`config.mk`:
```
export PLATFORM = sky130hd
export DESIGN_NAME = axis_signed_divider
export DESIGN_NICKNAME = d
export VERILOG_FILES = /design/src/rtl/axis_signed_divider.sv
export SDC_FILE = /design/constraint.sdc
export NUM_CORES = 2
export LEC_CHECK = 0
export CORE_MARGIN = 1
export CORE_UTILIZATION = 40
export DETAILED_ROUTE_END_ITERATION = 12
export PLACE_DENSITY_LB_ADDON = 0.05
export SLEW_MARGIN = 20
export SYNTH_ARGS = -nofsm -noshare
export SYNTH_HDL_FRONTEND = slang
export SYNTH_SLANG_ARGS = --single-unit
```
`constraint.sdc`:
```
create_clock -name aclk -period 5.85 [get_ports aclk]
set_clock_uncertainty 0.2 [all_clocks]
set_input_delay 1.17 -clock aclk [delete_from_list [all_inputs] [get_ports aclk]]
set_output_delay 1.17 -clock aclk [all_outputs]
set_load 0.03 [all_outputs]
```
`src/rtl/axis_signed_divider.sv`:
```
// Fully pipelined signed divider: one {quotient, remainder} per clock, fixed latency of DIVIDEND_W+2.
// Pipeline: input register, magnitude register, DIVIDEND_W restoring stages, sign-corrected output register.
module axis_signed_divider #(
    parameter int DIVIDEND_W = 32,
    parameter int DIVISOR_W  = 24
) (
    input  logic                             aclk,
    input  logic                             rst,
    input  logic                             s_axis_divisor_tvalid,
    output logic                             s_axis_divisor_tready,
    input  logic [DIVISOR_W-1:0]             s_axis_divisor_tdata,
    input  logic                             s_axis_dividend_tvalid,
    output logic                             s_axis_dividend_tready,
    input  logic [DIVIDEND_W-1:0]            s_axis_dividend_tdata,
    output logic                             m_axis_dout_tvalid,
    output logic [DIVIDEND_W+DIVISOR_W-1:0]  m_axis_dout_tdata
);

    localparam int LATENCY = DIVIDEND_W + 2;
    localparam int NS      = DIVIDEND_W;
    localparam int OUT_W   = DIVIDEND_W + DIVISOR_W;

    // Handshake: a pair is taken on a rising edge when both tvalids and tready are high;
    // tready only drops in reset and the output has no tready, so nothing ever stalls.
    logic r_ready;

    logic                  r_in_valid;
    logic [DIVIDEND_W-1:0] r_in_dvd;
    logic [DIVISOR_W-1:0]  r_in_dsr;

    logic                  r_st_valid [0:NS];
    logic [DIVISOR_W-1:0]  r_st_rem   [0:NS];
    logic [DIVIDEND_W-1:0] r_st_qd    [0:NS];
    logic [DIVISOR_W-1:0]  r_st_den   [0:NS-1];
    logic                  r_st_qneg  [0:NS];
    logic                  r_st_rneg  [0:NS];
    logic                  r_st_zero  [0:NS];

    logic             r_out_valid;
    logic [OUT_W-1:0] r_out_data;

    logic                  w_accept;
    logic [DIVIDEND_W-1:0] w_dvd_mag;
    logic [DIVISOR_W-1:0]  w_dsr_mag;
    logic [DIVISOR_W:0]    w_shift   [1:NS];
    logic                  w_ge      [1:NS];
    logic [DIVISOR_W-1:0]  w_rem_nxt [1:NS];
    logic [DIVIDEND_W-1:0] w_qd_nxt  [1:NS];
    logic [DIVIDEND_W-1:0] w_quo;
    logic [DIVISOR_W-1:0]  w_rem;

    assign w_accept  = s_axis_dividend_tvalid & s_axis_divisor_tvalid & r_ready;
    assign w_dvd_mag = r_in_dvd[DIVIDEND_W-1] ? -r_in_dvd : r_in_dvd;
    assign w_dsr_mag = r_in_dsr[DIVISOR_W-1]  ? -r_in_dsr : r_in_dsr;

    // qd holds the not-yet-consumed dividend bits on top, quotient bits shift in at the bottom.
    always_comb begin
        for (int s = 1; s <= NS; s++) begin
            w_shift[s]   = {r_st_rem[s-1], r_st_qd[s-1][DIVIDEND_W-1]};
            w_ge[s]      = (w_shift[s] >= {1'b0, r_st_den[s-1]});
            w_rem_nxt[s] = w_ge[s] ? (w_shift[s][DIVISOR_W-1:0] - r_st_den[s-1])
                                   : w_shift[s][DIVISOR_W-1:0];
            w_qd_nxt[s]  = {r_st_qd[s-1][DIVIDEND_W-2:0], w_ge[s]};
        end
    end

    assign w_quo = r_st_qneg[NS] ? -r_st_qd[NS]  : r_st_qd[NS];
    assign w_rem = r_st_rneg[NS] ? -r_st_rem[NS] : r_st_rem[NS];

    always_ff @(posedge aclk or posedge rst) begin
        if (rst) begin
            r_ready     <= 1'b0;
            r_in_valid  <= 1'b0;
            r_out_valid <= 1'b0;
            r_out_data  <= '0;
            for (int s = 0; s <= NS; s++) begin
                r_st_valid[s] <= 1'b0;
            end
        end else begin
            r_ready       <= 1'b1;
            r_in_valid    <= w_accept;
            r_st_valid[0] <= r_in_valid;
            for (int s = 1; s <= NS; s++) begin
                r_st_valid[s] <= r_st_valid[s-1];
            end
            r_out_valid <= r_st_valid[NS];
            r_out_data  <= r_st_zero[NS] ? '0 : {w_quo, w_rem};
        end
    end

    // Datapath runs freely; only the valid bits qualify it.
    always_ff @(posedge aclk) begin
        r_in_dvd     <= s_axis_dividend_tdata;
        r_in_dsr     <= s_axis_divisor_tdata;
        r_st_rem[0]  <= '0;
        r_st_qd[0]   <= w_dvd_mag;
        r_st_den[0]  <= w_dsr_mag;
        r_st_qneg[0] <= r_in_dvd[DIVIDEND_W-1] ^ r_in_dsr[DIVISOR_W-1];
        r_st_rneg[0] <= r_in_dvd[DIVIDEND_W-1];
        r_st_zero[0] <= (r_in_dsr == '0);
        for (int s = 1; s <= NS; s++) begin
            r_st_rem[s]  <= w_rem_nxt[s];
            r_st_qd[s]   <= w_qd_nxt[s];
            r_st_qneg[s] <= r_st_qneg[s-1];
            r_st_rneg[s] <= r_st_rneg[s-1];
            r_st_zero[s] <= r_st_zero[s-1];
        end
        for (int s = 1; s < NS; s++) begin
            r_st_den[s] <= r_st_den[s-1];
        end
    end

    assign s_axis_divisor_tready  = r_ready;
    assign s_axis_dividend_tready = r_ready;
    assign m_axis_dout_tvalid     = r_out_valid;
    assign m_axis_dout_tdata      = r_out_data;

    initial assert (LATENCY == NS + 2);

endmodule

```
# ---- Word level (Yosys, flattened, before mapping)
# Memories as Yosys holds them, arrays and structs flattened.
# Cells that the tools add are included.
dict set report classes {
  add_sub_neg 36
  multipliers 0
  div 0
  order_cmp 32
  eq_ne 0
  shifts 0
  mux 37
  bitwise 3
  reduce_logical 1
}
# op count
set op_table {}
lappend op_table {{$mux 24} 34}
lappend op_table {{$ge 25x24->1} 32}
lappend op_table {{$sub 24x24->24} 32}
lappend op_table {{$mux 32} 2}
lappend op_table {{$neg 32->32} 2}
lappend op_table {{$mux 56} 1}
lappend op_table {{$neg 24->24} 2}
lappend op_table {{$logic_not 24->1} 1}
lappend op_table {{$and 1x1->1} 2}
lappend op_table {{$xor 1x1->1} 1}
dict set report word_totals {
  reg_bits 148
  latch_bits 0
  ramBits 2715
  mem_bits_ro 0
  input_bits 60
  out_inout_bits 59
  wordCells 154
  memories 6
}
# name words word_bits rd rd_ports_with_merged_regs wr line
set mem_list {}
lappend mem_list {r_st_qd 33 32 33 0 33 33} ;# logic [DIVIDEND_W-1:0] r_st_qd [0:NS];
lappend mem_list {r_st_rem 33 24 33 0 33 32} ;# logic [DIVISOR_W-1:0] r_st_rem [0:NS];
lappend mem_list {r_st_den 32 24 32 0 32 34} ;# logic [DIVISOR_W-1:0] r_st_den [0:NS-1];
lappend mem_list {r_st_qneg 33 1 33 0 33 35} ;# logic r_st_qneg [0:NS];
lappend mem_list {r_st_rneg 33 1 33 0 33 36} ;# logic r_st_rneg [0:NS];
lappend mem_list {r_st_zero 33 1 33 0 33 37} ;# logic r_st_zero [0:NS];

# ---- Logic depth before layout (Yosys ltp)
dict set report logic_depth {
  word_depth 3
  depth_mapped 15
}

# ---- Worst setup path after synthesis
# No wires, ideal clock.
dict set report synth_path {
  kind {register -> register}
  start {memory r_st_den[22][6], in the netlist r_st_den[1][150]}
  end {memory r_st_rem[23][17], in the netlist r_st_rem[0][569]}
  arrival_time_ns 3.413
  t_required_ns 5.529
  slack_ns 2.116
  path_stages_with_launch 14
  path_buffers 1
  period_less_slack_ns 3.734
  cell_sequence {dfxtp_1 inv_1 ha_1 a21o_1 a311o_1 nand2b_1 o21ai_1 o31ai_1 o31a_1 a221o_1 a31o_2 a41oi_2 buf_4 mux2_2}
}
# item line
set synth_lines {}
lappend synth_lines {{from (decl)} 34}
lappend synth_lines {{to (decl)} 32}

==> impl_metrics.py <==
metrics = {
    "critical_path": {
        "cpMostUsedCell": "o21ai_0",
        "critical_path_arrival_ns": 5.12,
        "crit_required_ns": 6.40,
        "r2r_slack_ns": 1.28,
        "worstPathCellList": "inv_1 -> ha_1 -> nand2b_1 -> a21oi_1 -> o31a_1 -> o31ai_1 -> o21ai_0 -> a2111oi_0 -> o21ai_0 -> o32ai_4 -> buf_4 -> mux2_2",
        "end_kind": "flop",
        "crit_slowest_cell": "o31ai_1",
        "reg2reg_to": "r_st_rem[0][459]",
        "critPathLaunchType": "flop",
        "critPathKind": "flop to flop",
        "worstReg2RegStart": "r_st_den[1][49]",
        "cp_top_family": "compound AO/OA/AOI/OAI gates",
        "crit_buf_inv": 2,
        "cp_max_fo": 24,
        "max_stage_delay_ns": 0.60,
        "r2r_cells": 12,
    },
    "synth": {
        "synth_fa_ha_area_share_pct": 9.45,
        "yosys.area_share.simple_pct": 8.73,
        "synth_area_leader_cell": "dfxtp_1",
        "async_reset_ff_share_pct": 3.24,
        "avgSynthCellArea_um2": 10.5,
        "synthMuxAreaShare_pct": 4.61,
        "synth.most_common_cell": "dfxtp_1",
        "yosysSeqAreaShare_pct": 54.1,
        "yosys.area.top_type_share_pct": 51.9,
        "ys_top_cells_by_area": "dfxtp_1, ha_1, mux2_2",
        "ys.flop_type": "dfxtp_1",
        "synth_common_cells": "dfxtp_1, inv_1, ha_1, a21oi_1, nor2_1",
        "synth_xor_area_share_pct": 5.81,
        "synth-edff-count": 0,
        "ys_warn_count": 0,
        "syn_inst": 10100,
        "synth_top_family_by_area": "compound AO/OA/AOI/OAI gates",
        "ys_seq_elements": 2839,
        "syn-num-nets": 10900,
        "synth_compound_area_share_pct": 13.2,
        "syn_area_um2": 106000,
        "ys_types": 84,
    },
    "route": {
        "drc": 0,
        "viasPerCell": 4.90,
        "initialDrtViolationCount": 3298,
        "drt_pass1_iterations": 6,
        "ant_nets": 0,
        "vias": 69300,
        "wl_per_cell_um": 17.3,
        "wl_mm": 244,
    },
    "placed_design": {
        "port_buffers": 118,
        "dp_hpwl_mm": 189,
        "gp_congestion": 0.897,
        "dpl_worst_slack_ns": 1.23,
    },
    "timing": {
        "final.setup.tns_ns": 0,
        "finalHoldViolCount": 0,
        "finalMaxSlewViolations": 0,
        "fmax_ghz": 0.219,
        "slew-limit-headroom_pct": 25.3,
        "hold_slack_ns": 0.0787,
        "finalCriticalPeriod_ns": 4.57,
        "finalCritPeriodShare_pct": 78.2,
        "setup_viol": 0,
        "worst_pin_slew_ns": 1.12,
        "final.setup.worst_slack_ns": 1.28,
        "rsz0062_at_grt": "no",
    },
    "floorplan": {
        "die-area_um2": 267000,
        "die_h_um": 517,
        "row_count": 188,
        "die_x_um": 517,
        "start_util_pct": 40.3,
        "ios": 119,
        "coreArea_um2": 263000,
    },
    "finish": {
        "drive_gt1_share_pct": 9.71,
        "fill_cells": 24200,
        "nets": 11200,
        "syn2layout_area_growth_pct": 15.3,
    },
    "clock_network": {
        "cts_tree": "done",
        "post-cts-setup-buffers": 0,
        "cts-resized-gates": 0,
        "insertion_delay_ns": 0.89,
        "cts_hold_buffers": 0,
        "cts_buffer_depth": 4,
        "clkSinkCount": 2839,
        "cts_root_buffer": "clkbuf_16",
        "path_clk_slew_ns": 0.06,
        "h-tree-depth": 5,
        "numCtsBuffers": 314,
    },
    "global_routing": {
        "grt_usage_pct": 18.1,
        "antenna_found_initial": 10,
        "grt_overflow_total": 0,
        "grt_max_degree": 57,
        "first_global_vias": 69500,
        "grt_pass1_wl_mm": 383,
    },
    "pwr": {
        "powerDensity_nw_per_um2": 554,
        "leakage_uw": 0.0552,
        "irDropWorstVdd_mv": 0.309,
    },
    "worst_hold_path": {
        "hold_path.class": "flop to flop",
        "whs_path_depth": 0,
        "holdPathEnd": "r_st_qd[0][92]",
        "min_from": "r_st_qd[0][59]",
    },
    "job": {
        "cap_violations": 0,
    },
    "outcome": {
        "run_status": "complete, no violations",
    },
}
## cell type report
class	instances	area, um2	share of cell area (%)
repair buffers	163	1560	1.28
diodes	11	27.5	0.0225
multi-input cells	6084	44500	36.4
flip-flops and latches	2839	57300	46.9
inverters	982	3690	3.02
well taps	3515	4400	3.60
clock inverters	117	1570	1.29
clock buffers	443	9090	7.44
## worst max path at each step
stage	startpoint	endpoint	slack (ns)	cells after the start
4_1_cts	r_st_den[1][49]	r_st_rem[0][459]	1.20	12
3_3_place_gp	r_st_den[1][31]	r_st_rem[0][439]	1.19	12
5_1_grt	r_st_den[1][49]	r_st_rem[0][459]	1.0	12
2_1_floorplan	rst	m_axis_dout_tdata[0]	2.09	1
3_5_place_dp	r_st_den[1][49]	r_st_rem[0][467]	1.23	12
6_report	r_st_den[1][49]	r_st_rem[0][459]	1.28	12
## where the power goes
group	switching, uW	total, uW	internal, uW
registers	2080	25200	23100
logic	12300	22500	10300
clock network	7880	19900	12000
total	22200	67700	45500
## cell families after synthesis
group,after synthesis
AOI/OAI and AO/OA,2212
xor gates and xnor gates,703
adders and majority gates,781
buffers and inverters,1144
DFF,2839
muxes,438
other,1
and+or+nand+nor,1949
## metal layers
| layer | global-route usage (%) | vias to the layer above | wire (um) |
|---|---|---|---|
| li1 | - | 35100 | - |
| met1 | 23.2 | 32500 | 113000 |
| met2 | 30.2 | 1299 | 112000 |
| met3 | 2.67 | 467 | 9920 |
| met4 | 7.34 | 0 | 9530 |
| met5 | 0 | - | 0 |
## per-stage QoR
stage          utilization, %  power (uW)  instance area, um2  instances
3_5_place_dp             42.4       48100              111000      13600
5_1_grt                  46.5       72000              122000      14200
6_report                 46.5       67700              122000      14200
3_3_place_gp             42.4       47900              111000      13600
4_1_cts                  46.5       68500              122000      14100
2_1_floorplan               -       42100              106000      10100
## layout by cell type (no fill, tap or decap), drive strengths merged, types with 25 or more instances in the layout
| cell type | n |
|---|---|
| o41ai | 33 |
| o21a | 106 |
| nor4 | 25 |
| mux2 | 396 |
| fa | 31 |
| o31a | 25 |
| nor3 | 115 |
| a31oi | 50 |
| nand2 | 524 |
| xor2 | 251 |
| clkinv | 61 |
| buf | 45 |
| o31ai | 85 |
| nor2 | 593 |
| nand3 | 137 |
| o21bai | 86 |
| clkdlybuf4s50 | 118 |
| dfrtp | 92 |
| and3 | 62 |
| mux2i | 42 |
| or3 | 57 |
| o21ai | 522 |
| a21o | 309 |
| bufinv | 25 |
| a211o | 29 |
| a211oi | 50 |
| a21oi | 670 |
| ha | 750 |
| o211ai | 32 |
| xnor2 | 452 |
| nand2b | 104 |
| nor2b | 112 |
| inv | 994 |
| a21boi | 35 |
| nand4 | 91 |
| clkbuf | 443 |
| dfxtp | 2747 |
## registers in the layout, indices dropped and copies added (netlist names)
signal                  flops
m_axis_dout_tdata          56
m_axis_dout_tvalid          1
r_in_dsr                   24
r_in_dvd                   32
r_in_valid                  1
r_st_den                  768
r_st_qd                  1056
r_st_qneg                  33
r_st_rem                  768
r_st_rneg                  33
r_st_valid                 33
r_st_zero                  33
s_axis_dividend_tready      1
Power figures use the tool's default switching activity.
